**src/rtl/display_refresh_scanner_pkg.sv**
```systemverilog
// disp_pkg: shared constants and types for the seven-segment display path.
package disp_pkg;
  localparam int NUM_DIGITS = 4;
  localparam int DIGIT_W = 4;
  localparam int DEFAULT_TICK_DIV = 100000;
  typedef logic [1:0] digit_idx_t;
endpackage

```
**src/rtl/display_refresh_scanner_if.sv**
```systemverilog
// display_refresh_scanner_if: load strobe/data in, scanned digit outputs back.
interface display_refresh_scanner_if;
  import disp_pkg::*;
  logic [NUM_DIGITS*DIGIT_W-1:0] value_in;
  logic [NUM_DIGITS-1:0] blank_in;
  logic value_load;
  logic load_pending;
  digit_idx_t refresh_cntr;
  logic [DIGIT_W-1:0] digit_val;
  logic digit_blank;
  logic frame_done;
  modport master(output value_in, blank_in, value_load,
                 input load_pending, refresh_cntr, digit_val, digit_blank, frame_done);
  modport slave(input value_in, blank_in, value_load,
                output load_pending, refresh_cntr, digit_val, digit_blank, frame_done);
endinterface

```
**src/rtl/display_refresh_scanner_prescaler.sv**
```systemverilog
// refresh_prescaler: divides clk into a one-cycle tick every TICK_DIV cycles.
module refresh_prescaler
  import disp_pkg::*;
#(
  parameter int TICK_DIV = DEFAULT_TICK_DIV
) (
  input  logic clk,
  input  logic rst_n,
  output logic tick
);
  localparam int W = $clog2(TICK_DIV);
  logic [W-1:0] cnt;
  assign tick = cnt == W'(TICK_DIV - 1);
  always_ff @(posedge clk or negedge rst_n)
    if (!rst_n) cnt <= '0;
    else cnt <= tick ? '0 : cnt + 1'b1;
endmodule

```
**src/rtl/display_refresh_scanner.sv**
```systemverilog
// display_refresh_scanner: digit refresh scan with frame-aligned double-buffered value.
// Optional LEAD_ZERO_BLANK_EN auto-blanks leading zero digits (never digit 0).
module display_refresh_scanner
  import disp_pkg::*;
#(
  parameter int TICK_DIV = DEFAULT_TICK_DIV
) (
  input logic clk,
  input logic rst_n,
  display_refresh_scanner_if.slave bus
);
  logic tick;
  logic boundary;
  digit_idx_t cntr;
  logic frame_done;
  logic pending;
  logic [NUM_DIGITS*DIGIT_W-1:0] stage_val, act_val;
  logic [NUM_DIGITS-1:0] stage_blank, act_blank, lz_blank;
  refresh_prescaler #(.TICK_DIV(TICK_DIV)) u_prescaler (
    .clk  (clk),
    .rst_n(rst_n),
    .tick (tick)
  );
  assign boundary = tick && cntr == 2'd3;
  always_ff @(posedge clk or negedge rst_n)
    if (!rst_n) begin
      cntr <= '0;
      frame_done <= 1'b0;
      pending <= 1'b0;
      stage_val <= '0;
      act_val <= '0;
      stage_blank <= '1;
      act_blank <= '1;
    end else begin
      if (tick) cntr <= cntr + 1'b1;
      frame_done <= boundary;
      pending <= !boundary && (pending || bus.value_load);
      if (bus.value_load) begin
        stage_val <= bus.value_in;
        stage_blank <= bus.blank_in;
      end
      // A load coinciding with the boundary bypasses staging straight to active.
      if (boundary && bus.value_load) begin
        act_val <= bus.value_in;
        act_blank <= bus.blank_in;
      end else if (boundary && pending) begin
        act_val <= stage_val;
        act_blank <= stage_blank;
      end
    end
`ifdef LEAD_ZERO_BLANK_EN
  always_comb begin
    lz_blank[3] = act_val[15:12] == '0;
    lz_blank[2] = lz_blank[3] && act_val[11:8] == '0;
    lz_blank[1] = lz_blank[2] && act_val[7:4] == '0;
    lz_blank[0] = 1'b0;
  end
`else
  assign lz_blank = '0;
`endif
  assign bus.refresh_cntr = cntr;
  assign bus.frame_done = frame_done;
  assign bus.load_pending = pending;
  assign bus.digit_val = act_val[{cntr, 2'b00} +: DIGIT_W];
  assign bus.digit_blank = act_blank[cntr] | lz_blank[cntr];
endmodule

```
**src/flat_wrapper.sv**
```systemverilog
// flat-port wrapper written by rule: the top's interface ports become plain ports
module display_refresh_scanner_flat import disp_pkg::*;
#(
  parameter int TICK_DIV = DEFAULT_TICK_DIV
)
  (clk, rst_n, bus_value_in, bus_blank_in, bus_value_load, bus_load_pending, bus_refresh_cntr, bus_digit_val, bus_digit_blank, bus_frame_done);
  display_refresh_scanner_if bus_i ();
  input logic clk;
  input logic rst_n;
  input wire logic [$bits(bus_i.value_in)-1:0] bus_value_in;
  input wire logic [$bits(bus_i.blank_in)-1:0] bus_blank_in;
  input wire logic [$bits(bus_i.value_load)-1:0] bus_value_load;
  output wire logic [$bits(bus_i.load_pending)-1:0] bus_load_pending;
  output wire logic [$bits(bus_i.refresh_cntr)-1:0] bus_refresh_cntr;
  output wire logic [$bits(bus_i.digit_val)-1:0] bus_digit_val;
  output wire logic [$bits(bus_i.digit_blank)-1:0] bus_digit_blank;
  output wire logic [$bits(bus_i.frame_done)-1:0] bus_frame_done;
  assign bus_i.value_in = bus_value_in;
  assign bus_i.blank_in = bus_blank_in;
  assign bus_i.value_load = bus_value_load;
  assign bus_load_pending = bus_i.load_pending;
  assign bus_refresh_cntr = bus_i.refresh_cntr;
  assign bus_digit_val = bus_i.digit_val;
  assign bus_digit_blank = bus_i.digit_blank;
  assign bus_frame_done = bus_i.frame_done;
  display_refresh_scanner #(.TICK_DIV(TICK_DIV)) u_core (.clk(clk), .rst_n(rst_n), .bus(bus_i));
endmodule
```
**config.mk**
```make
export PLATFORM = sky130hd
export DESIGN_NAME = display_refresh_scanner_flat
export DESIGN_NICKNAME = d
export VERILOG_FILES = /design/src/rtl/display_refresh_scanner_pkg.sv /design/src/rtl/display_refresh_scanner_if.sv /design/src/rtl/display_refresh_scanner_prescaler.sv /design/src/rtl/display_refresh_scanner.sv /design/src/flat_wrapper.sv
export SDC_FILE = /design/constraint.sdc
export NUM_CORES = 1
export LEC_CHECK = 0
export BUFFER_PORTS_ARGS = -buffer_cell sky130_fd_sc_hd__buf_2
export CAP_MARGIN = 0
export CORE_MARGIN = 2
export CORE_UTILIZATION = 40
export DETAILED_ROUTE_END_ITERATION = 12
export PLACE_DENSITY = 0.59
export SLEW_MARGIN = 20
export SYNTH_ARGS = -nofsm -noshare
export SYNTH_HDL_FRONTEND = slang
export SYNTH_SLANG_ARGS = --single-unit
```
**constraint.sdc**
```tcl
create_clock -name clk -period 2.7 [get_ports clk]
set_input_delay 0.27 -clock clk [delete_from_list [all_inputs] [get_ports clk]]
set_output_delay 0.27 -clock clk [all_outputs]
set_load 0.02 [all_outputs]
```
==> flow_summary_export.csv, run 1 <==
group,metric,value,unit
detailed_routing,antenna_left,0,
sta,clock.fmax,404,MHz
detailed_routing,vias_per_cell,5.11,
cells_and_area,final_area,3090,um^2
setup_path,startpoint_type,"flop",
cts,cts.clk_slew.worst_paths,0.07,ns
flow_run,maxCapViolations,0,
cts,clock_latency,0.33,ns
cells_and_area,nets,273,
cts,cts.sinks,61,
sta,slew_headroom,65.4,%
setup_path,critPathArrivalTime,2.70,ns
detailed_routing,drt-wirelength-per-cell,15.9,um
sta,finalHoldViolations,0,
placement,post_dp_cell_area,2900,um^2
power_and_ir_drop,ir_worst_vdd,0.330,mV
cts,cts_setup_buffers,0,
detailed_routing,drt-total-wl,5240,um
setup_path,path_max_fanout,10,
sta,worst_slew_pin_slew,0.514,ns
sta,clock_skew,0.00760,ns
cells_and_area,synthToLayoutAreaGrowth,16.1,%
placement,place_hpwl,3650,um
cts,cts_max_level,3,
cts,cts_tree,"done",
sta,period_needed,2.48,ns
global_route,grt_max_degree,30,
die,pin_count,32,
placement,port_buffers,31,
cells_and_area,antennaDiodeCount,0,
cts,numCtsBuffers,9,
die,core_area,6390,um^2
sta,slew_violations,0,
cts,cts_max_path_buffers,2,
detailed_routing,first_pass_iters,4,
die,dieHeight,85.5,um
cts,root_buffer,"clkbuf_8",
global_route,antenna_found_initial,0,
die,num_rows,29,
setup_path,worst-setup-path-type,"reg -> reg",
die,start_util,41.6,%
setup_path,cp_data_required_time,2.92,ns
synthesis,syn_area,2660,um^2
synthesis,ys_ff_latch,61,
global_route,grt_pass1_wl,8810,um
synthesis,synth_ff_type,"dfrtp_1",
power_and_ir_drop,powerDensity,573,nW/um^2
sta,period_share,91.7,%
detailed_routing,vias,1687,
synthesis,syn_nets,234,
cells_and_area,drive_gt1_share,36.0,%
synthesis,synthDistinctLibCells,30,
sta,rsz0062_at_grt,"no",
placement,gp_congestion,0.775,
power_and_ir_drop,power,1.77,mW
detailed_routing,drt-initial-drc-count,86,
sta,tns,0,ns
die,dieArea,7320,um^2
synthesis,syn_inst,209,
power_and_ir_drop,p_leak,1.43,nW
outcome,status,"completed",
sta,setup_viol,0,
synthesis,synth-edff-count,0,
setup_path,end_kind,"flop",
synthesis,avgSynthCellArea,12.7,um^2
die,die_w,85.5,um
global_route,grt_remaining_overflow,0,
synthesis,synth_warnings,0,
synthesis,yosysSeqAreaShare,57.8,%
detailed_routing,drcViolationCount,0,
cells_and_area,postLayoutCoreUtil,48.4,%
global_route,track_usage,16.1,%
global_route,grt_pass1_vias,1751,
synthesis,synthArstFlopShare,100,%
worst_hold_path,min_path_type,"in -> reg",
==> final cells by class <==
type                       instances  area (um^2)
clock buffer                      15          166
clock inverter                     1         7.51
fill                             589         3300
inverter                           5         18.8
multi-input combinational        134         1060
sequential                        61         1540
tap                               77         96.3
timing repair buffer              37          203
==> final timing paths <==
| kind | startpoint | endpoint | slack, ns | cells after the start |
|---|---|---|---|---|
| setup / recovery | u_core.u_prescaler.cnt[12] | u_core.act_val[7] | 0.22 | 5 |
| hold / removal | bus_value_in[3] | u_core.stage_val[3] | 0.15 | 3 |
| setup reg to reg | u_core.u_prescaler.cnt[12] | u_core.act_val[7] | 0.22 | 5 |
| hold reg to reg | u_core.u_prescaler.cnt[6] | u_core.u_prescaler.cnt[6] | 0.49 | 1 |
| max in group asynchronous | rst_n | u_core.act_blank[0] | 1.77 | 3 |
| min in group asynchronous | rst_n | u_core.stage_val[8] | 0.29 | 2 |
==> cells in the final DEF (no fill, tap or decap), drive strengths merged, types with 3 or more instances in the layout <==
master / count
a2bb2oi: 3
o22ai: 14
nand2: 8
nand3: 10
buf: 36
mux2: 28
inv: 5
xor2: 8
o21ai: 6
clkbuf: 15
dfrtp: 53
nor2: 16
a21oi: 7
mux4: 5
nand4: 6
dfstp: 8
xnor2: 8
==> what timing repair did <==
item                      4_1_cts  5_1_grt
resized for setup               0        0
hold endpoints to repair        5        0
hold buffers                    1        0
==> power breakdown <==
group          leakage (nW)  total [mW]  internal (mW)  switching [mW]
clock                0.0840       0.719          0.385           0.334
sequential            0.769       0.957          0.948         0.00925
combinational         0.579      0.0923         0.0430          0.0494
total                  1.43        1.77           1.38           0.392
==> synthesized netlist by cell type, types with 3 or more instances <==
library cell	count	area (um^2)
nand3_1	10	50.1
xnor2_1	8	70.1
mux2_2	28	315
nor2_1	16	60.1
dfrtp_1	53	1330
o21ai_0	6	30.0
o22ai_1	14	87.6
nand4_1	6	37.5
dfstp_2	8	210
a2bb2oi_1	3	26.3
a21oi_1	7	35.0
xor2_1	8	70.1
inv_1	5	18.8
clkbuf_1	5	18.8
mux4_2	5	113
nand2_1	8	30.0
==> through the flow <==
stage / cells / hold slack [ns] / setup WS (ns)
after global routing: 330 / 0.169 / 0.0884
final: 330 / 0.148 / 0.223
after detailed placement: 313 / 0.110 / 0.198
after global placement: 313 / 0.107 / 0.228
after CTS: 330 / 0.135 / 0.188
after floorplan: 209 / -0.0256 / 0.452
==> kinds of logic (layout without fill, tap and decap cells) <==
group                    Yosys count  after routing  share of synthesized area, %
buffers and inverters             14             58                          2.35
adder cells (fa/ha/maj)            2              2                         0.941
multiplexers                      33             33                          16.1
AO/OA/AOI/OAI                     30             30                          6.73
flip-flops                        61             61                          57.8
AND/OR/NAND/NOR                   53             53                          10.8
XOR/XNOR                          16             16                          5.27
==> registers in the layout (all words and copies together), names as in the netlist <==
signal                   flops
u_core.u_prescaler.cnt      17
u_core.act_val              16
u_core.stage_val            16
u_core.act_blank             4
u_core.stage_blank           4
u_core.bus.refresh_cntr      2
u_core.bus.frame_done        1
u_core.bus.load_pending      1
==> metal layers <==
metal	up-vias	routed length (um)	GRT usage (%)
li1	837	-	-
met1	815	2590	22.5
met2	28	2320	23.7
met3	7	261	6.06
met4	0	63	4.76
met5	-	0	0
==> critical path, cell delays in order (launching register included) <==
cell     delay, ns
dfrtp_1       0.41
or4b_1        0.54
or3_1         0.40
nor4_4        0.16
and3b_1       0.47
mux2_2        0.38
Note: power is estimated with default switching activity, not from simulation.
==> run 2: changes to the inputs <==
Settings changed: ABC_AREA set to 1, CTS_CLUSTER_SIZE set to 16.
==> flow_summary_export.csv, run 2 <==
group,metric,value,unit
placement,gp_congestion,0.890,
die,dieArea,8200,um^2
power_and_ir_drop,pwr-share-seq,52.5,%
synthesis,synthTopCellsByArea,"dfrtp_1, nand2_1, dfstp_2",
power_and_ir_drop,p_leak,1.74,nW
placement,place_hpwl,4110,um
detailed_routing,drcViolationCount,0,
power_and_ir_drop,comb_power_share,4.9,%
sta,slew_headroom,50.3,%
sta,worst_slew_pin_slew,0.745,ns
detailed_routing,vias,2343,
setup_path,startpoint_type,"flop",
placement,post-place-cells,488,
cells_and_area,synthToLayoutAreaGrowth,13.3,%
global_route,track_usage,16.2,%
cells_and_area,final_cells,504,
cts,numCtsBuffers,9,
cts,cts_setup_buffers,0,
synthesis,synth-edff-count,0,
cts,hold_buffers,0,
sta,slew_violations,0,
placement,place_ws,0.792,ns
synthesis,synth.top_cells.by_count,"nand2_1, dfrtp_1, inv_1, nor2_1, nand3_1",
synthesis,yosysTopAreaCell,"dfrtp_1",
global_route,grt_max_degree,62,
sta,fin_ws,0.651,ns
global_route,grt_pass1_vias,2307,
sta,clock.fmax,488,MHz
synthesis,synthArstFlopShare,100,%
flow_run,maxCapViolations,0,
sta,setup_viol,0,
detailed_routing,antenna_left,0,
cts,cts_max_level,3,
cells_and_area,largest_reg_flops,17,
detailed_routing,first_pass_iters,4,
synthesis,syn_nets,394,
cells_and_area,antennaDiodeCount,0,
cts,clock_latency,0.34,ns
cts,cts.clk_slew.worst_paths,0.07,ns
die,core_area,7250,um^2
synthesis,syn_inst,369,
cells_and_area,drive_gt1_share,18.0,%
setup_path,path_max_fanout,13,
sta,tns,0,ns
cells_and_area,final_cell_mix,"nand2_1, dfrtp_1, inv_1",
setup_path,ff2ff_path_depth,8,
power_and_ir_drop,powerDensity,533,nW/um^2
detailed_routing,drt-wirelength-per-cell,11.7,um
global_route,grt_remaining_overflow,0,
sta,period_share,75.9,%
setup_path,worstReg2RegEnd,"u_core.act_val[0]",
synthesis,synth_ff_type,"dfrtp_1",
power_and_ir_drop,p_sw_share,23.0,%
setup_path,critPathMaxStageDelay,0.56,ns
synthesis,synth.most_common_cell,"nand2_1",
sta,rsz0062_at_grt,"no",
power_and_ir_drop,power_switching,416,uW
die,start_util,41.3,%
cts,cts.sinks,61,
cts,cts_tree,"done",
cts,root_buffer,"clkbuf_8",
power_and_ir_drop,p_clk_share,42.6,%
worst_hold_path,min_path_type,"in -> async",
detailed_routing,drt-total-wl,5880,um
synthesis,syn_area,3000,um^2
placement,port_buffers,31,
detailed_routing,vias_per_cell,4.65,
cts,cts_resized,0,
cells_and_area,nets,425,
sta,clock_skew,0.0131,ns
die,die_w,90.6,um
synthesis,synthDistinctLibCells,25,
cells_and_area,regMostFlops,"u_core.u_prescaler.cnt",
setup_path,critPathArrivalTime,1.78,ns
synthesis,synth_warnings,0,
synthesis,ys_ff_latch,61,
setup_path,cp_common_cell,"o21ai_0",
cts,cts_max_path_buffers,2,
setup_path,end_kind,"output port",
sta,finalHoldViolations,0,
global_route,antenna_found_initial,0,
die,dieHeight,90.6,um
die,num_rows,31,
synthesis,netlist.area_leader.share,44.2,%
die,pin_count,32,
cells_and_area,final_common_cell,"nand2_1",
power_and_ir_drop,intPower,1.40,mW
cells_and_area,fill_cells,719,
setup_path,reg2reg_slack,0.82,ns
setup_path,cp_data_required_time,2.43,ns
setup_path,crit_slowest_cell,"dfrtp_1",
outcome,status,"completed",
detailed_routing,drt-initial-drc-count,140,
cells_and_area,top_regs,"u_core.u_prescaler.cnt (17), u_core.act_val (16), u_core.stage_val (16)",
power_and_ir_drop,ir_worst_vdd,0.302,mV
synthesis,yosysSeqAreaShare,51.3,%
synthesis,avgSynthCellArea,8.12,um^2
setup_path,crit_chain,"inv_1 > a21oi_1 > o21ai_0 > o21ai_0 > buf_2",
setup_path,worst-setup-path-type,"reg -> out",
setup_path,rr_startpoint,"u_core.u_prescaler.cnt[0]",
global_route,grt_pass1_wl,10600,um
sta,period_needed,2.05,ns
[run 2: how the worst max path moves through the flow]
stage,from,to,cells past startpoint
after floorplan,u_core.bus.refresh_cntr[0],bus_digit_val[2],5
after global placement,u_core.u_prescaler.cnt[0],u_core.act_val[10],8
after detailed placement,u_core.u_prescaler.cnt[0],u_core.act_val[3],8
after CTS,u_core.bus.refresh_cntr[0],bus_digit_val[1],5
after global routing,u_core.bus.refresh_cntr[0],bus_digit_val[1],5
final,u_core.bus.refresh_cntr[0],bus_digit_val[1],5
[run 2: final cells by class]
class | instances | area (um^2) | area share, %
timing repair buffer | 33 | 170 | 5.01
multi-input combinational | 238 | 1170 | 34.4
clock inverter | 5 | 52.6 | 1.55
inverter | 57 | 214 | 6.30
sequential | 61 | 1540 | 45.2
tap | 99 | 124 | 3.65
clock buffer | 11 | 131 | 3.87
[run 2: stage by stage]
step | cell area [um^2] | power (mW) | utilization [%] | hold WS (ns)
final | 3400 | 1.81 | 46.8 | 0.0803
after global routing | 3400 | 1.90 | 46.8 | 0.155
after CTS | 3400 | 1.83 | 46.8 | 0.104
after detailed placement | 3210 | 1.06 | 44.3 | 0.456
after global placement | 3210 | 1.06 | 44.3 | 0.453
after floorplan | 3000 | 1.01 | - | -0.0256
[run 2: power groups by stage]
stage | sequential [mW] | combinational [mW] | clock (mW)
2_1_floorplan | 0.966 | 0.0470 | 0
3_3_place_gp | 0.967 | 0.0897 | 0
3_5_place_dp | 0.968 | 0.0910 | 0
4_1_cts | 0.951 | 0.0913 | 0.792
5_1_grt | 0.953 | 0.105 | 0.842
6_report | 0.951 | 0.0880 | 0.772
[run 2: routing by layer]
layer / vias to the layer above / part of all wire, % / track usage [%]
met3: 13 / 4.1 / 3.76
li1: 1213 / - / -
met2: 47 / 43 / 23.3
met4: 0 / 2.5 / 8.97
met5: - / 0 / 0
met1: 1070 / 51 / 22.6
[run 2: cells by family after synthesis]
kind of cell | after synthesis | share of synthesized area, %
xor+xnor | 13 | 3.80
fa+ha+maj | 2 | 0.835
simple gates | 189 | 28.5
buf+inv | 70 | 9.81
compound gates | 34 | 5.80
flops | 61 | 51.3
[run 2: worst max-delay path, delay by kind of cell (launching register included)]
family          cells  cell delay, ns
compound gates      3            0.38
buf+inv             2            0.50
flops               1            0.56
==> run 3: changes to the inputs <==
Settings changed: PLACE_DENSITY 0.59 to 0.61.
Clock period 2.7 ns to 1.7 ns, I/O delays scaled along.
==> flow_summary_export.csv, run 3 (synthesis gave the netlist of run 2 again) <==
group,metric,value,unit
power_and_ir_drop,powerDensity,826,nW/um^2
worst_hold_path,whs_path_depth,3,
global_route,grt_pass1_vias,2418,
detailed_routing,drt-wirelength-per-cell,12.1,um
sta,period_needed,1.65,ns
cts,numCtsBuffers,9,
setup_path,rr_startpoint,"u_core.u_prescaler.cnt[1]",
setup_path,ff2ff_path_depth,9,
outcome,status,"completed",
die,start_util,41.3,%
sta,worst_slew_pin_slew,0.394,ns
detailed_routing,drcViolationCount,0,
cells_and_area,synthToLayoutAreaGrowth,20.3,%
worst_hold_path,hp-start,"bus_blank_in[3]",
detailed_routing,drt-initial-drc-count,149,
cells_and_area,final_common_cell,"nand2_1",
flow_run,maxCapViolations,0,
setup_path,crit_buf_inv,3,
power_and_ir_drop,power_switching,711,uW
setup_path,cp_data_required_time,1.53,ns
sta,slew_violations,0,
global_route,grt_remaining_overflow,0,
detailed_routing,vias,2470,
cells_and_area,top_regs,"u_core.u_prescaler.cnt (17), u_core.act_val (16), u_core.stage_val (16)",
die,num_rows,31,
setup_path,end_kind,"output port",
placement,port_buffers,31,
die,die_w,90.6,um
cells_and_area,antennaDiodeCount,0,
cells_and_area,largest_reg_flops,17,
global_route,grt_pass1_wl,11100,um
setup_path,worst-setup-path-type,"reg -> out",
cells_and_area,regMostFlops,"u_core.u_prescaler.cnt",
placement,place_hpwl,4350,um
sta,finalHoldViolations,0,
cells_and_area,drive_gt1_share,22.6,%
global_route,grt_max_degree,62,
power_and_ir_drop,p_clk_share,44.4,%
cts,root_buffer,"clkbuf_8",
setup_path,crit_chain,"clkinvlp_4 > clkbuf_4 > nor2_1 > o22ai_1 > buf_4",
cells_and_area,nets,444,
cells_and_area,postLayoutCoreUtil,49.7,%
placement,post-place-cells,501,
detailed_routing,first_pass_iters,4,
setup_path,cp-startpoint,"u_core.bus.refresh_cntr[0]",
power_and_ir_drop,pwr-share-seq,50.7,%
detailed_routing,vias_per_cell,4.72,
cts,cts.sinks,61,
sta,period_share,97.1,%
sta,setup_viol,0,
power_and_ir_drop,intPower,2.27,mW
setup_path,cp_top_family,"flip-flops",
sta,clock_skew,0.00822,ns
setup_path,crit_slowest_cell,"dfrtp_2",
die,core_area,7250,um^2
sta,clock.fmax,606,MHz
setup_path,critPathArrivalTime,1.48,ns
power_and_ir_drop,power,2.98,mW
global_route,antenna_found_initial,0,
power_and_ir_drop,ir_worst_vdd,0.408,mV
setup_path,startpoint_type,"flop",
cts,clock_latency,0.34,ns
power_and_ir_drop,comb_power_share,5.0,%
detailed_routing,antenna_left,0,
power_and_ir_drop,p_sw_share,23.9,%
cells_and_area,final_cells,523,
detailed_routing,drt-total-wl,6350,um
die,dieArea,8200,um^2
sta,rsz0062_at_grt,"yes",
power_and_ir_drop,p_leak,1.83,nW
sta,slew_headroom,73.5,%
cts,cts_max_level,3,
cts,cts.clk_slew.worst_paths,0.07,ns
die,pin_count,32,
placement,gp_congestion,0.913,
setup_path,critPathMaxStageDelay,0.45,ns
worst_hold_path,min_path_type,"in -> reg",
global_route,track_usage,16.9,%
setup_path,crit_cells,5,
setup_path,path_max_fanout,6,
die,dieHeight,90.6,um
cts,cts_max_path_buffers,2,
cells_and_area,final_cell_mix,"nand2_1, dfrtp_1, inv_1",
cts,cts_tree,"done",
run 3: cell types whose count changed in the layout (fill, tap and decap cells not counted), moves of 3 or more:
cell	previous run	this run
buf_4	2	21
o21ai_0	16	10
o21ai_1	1	7
buf_2	31	26
clkinvlp_4	1	5
clkinv_2	3	0
run 3: worst paths after layout:
| kind | to | slack (ns) |
|---|---|---|
| worst max-delay path | bus_digit_val[3] | 0.05 |
| max in group asynchronous | u_core.stage_blank[0] | 1.02 |
| min in group asynchronous | u_core.stage_val[12] | 0.36 |
| worst max register to register | u_core.act_val[3] | 0.11 |
| worst min register to register | u_core.act_blank[2] | 0.47 |
| worst min-delay path | u_core.stage_blank[3] | 0.05 |
run 3: worst min-delay path, stage by stage:
cell and delay [ns]:
buf_2 0.09, nand2_1 0.05, nand2_1 0.07
run 3: timing repair:
action | CTS | global route
endpoints found under the setup margin | 5 | 8
endpoints found under the hold margin | 53 | 0
pin swaps | 0 | 2
setup buffers | 4 | 1
resized for setup | 4 | 14
hold buffers | 1 | 0
run 3: cell type report:
type	instances	area, um^2
Multi-Input combinational cell	238	1180
Inverter	57	218
Clock buffer	11	141
Tap cell	99	124
Sequential cell	61	1540
Fill cell	720	3650
Clock inverter	5	60.1
Timing Repair Buffer	52	348
run 3: per-layer routing:
layer | up-vias | GRT usage (%) | part of all wire [%]
li1 | 1252 | - | -
met1 | 1153 | 22.6 | 49
met2 | 53 | 26.8 | 45
met3 | 12 | 4.09 | 4.1
met4 | 0 | 6.15 | 1.7
met5 | - | 0 | 0
run 3: stage by stage:
step	TNS, ns	setup WS, ns	area [um^2]	hold slack, ns
after detailed placement	0	0.138	3320	0.206
after floorplan	0	0.0643	3000	-0.126
after global routing	-0.0132	-0.0105	3610	0.0546
after global placement	0	0.186	3320	0.205
final	0	0.0490	3610	0.0451
after CTS	0	0.00311	3570	0.0316
run 3: power by group through the flow:
| stage | logic, mW | registers, mW | clock network [mW] |
|---|---|---|---|
| finish | 0.148 | 1.51 | 1.32 |
| global route | 0.175 | 1.51 | 1.41 |
| CTS | 0.152 | 1.51 | 1.35 |
| detailed placement | 0.150 | 1.54 | 0 |
| global placement | 0.148 | 1.54 | 0 |
| floorplan | 0.0746 | 1.53 | 0 |
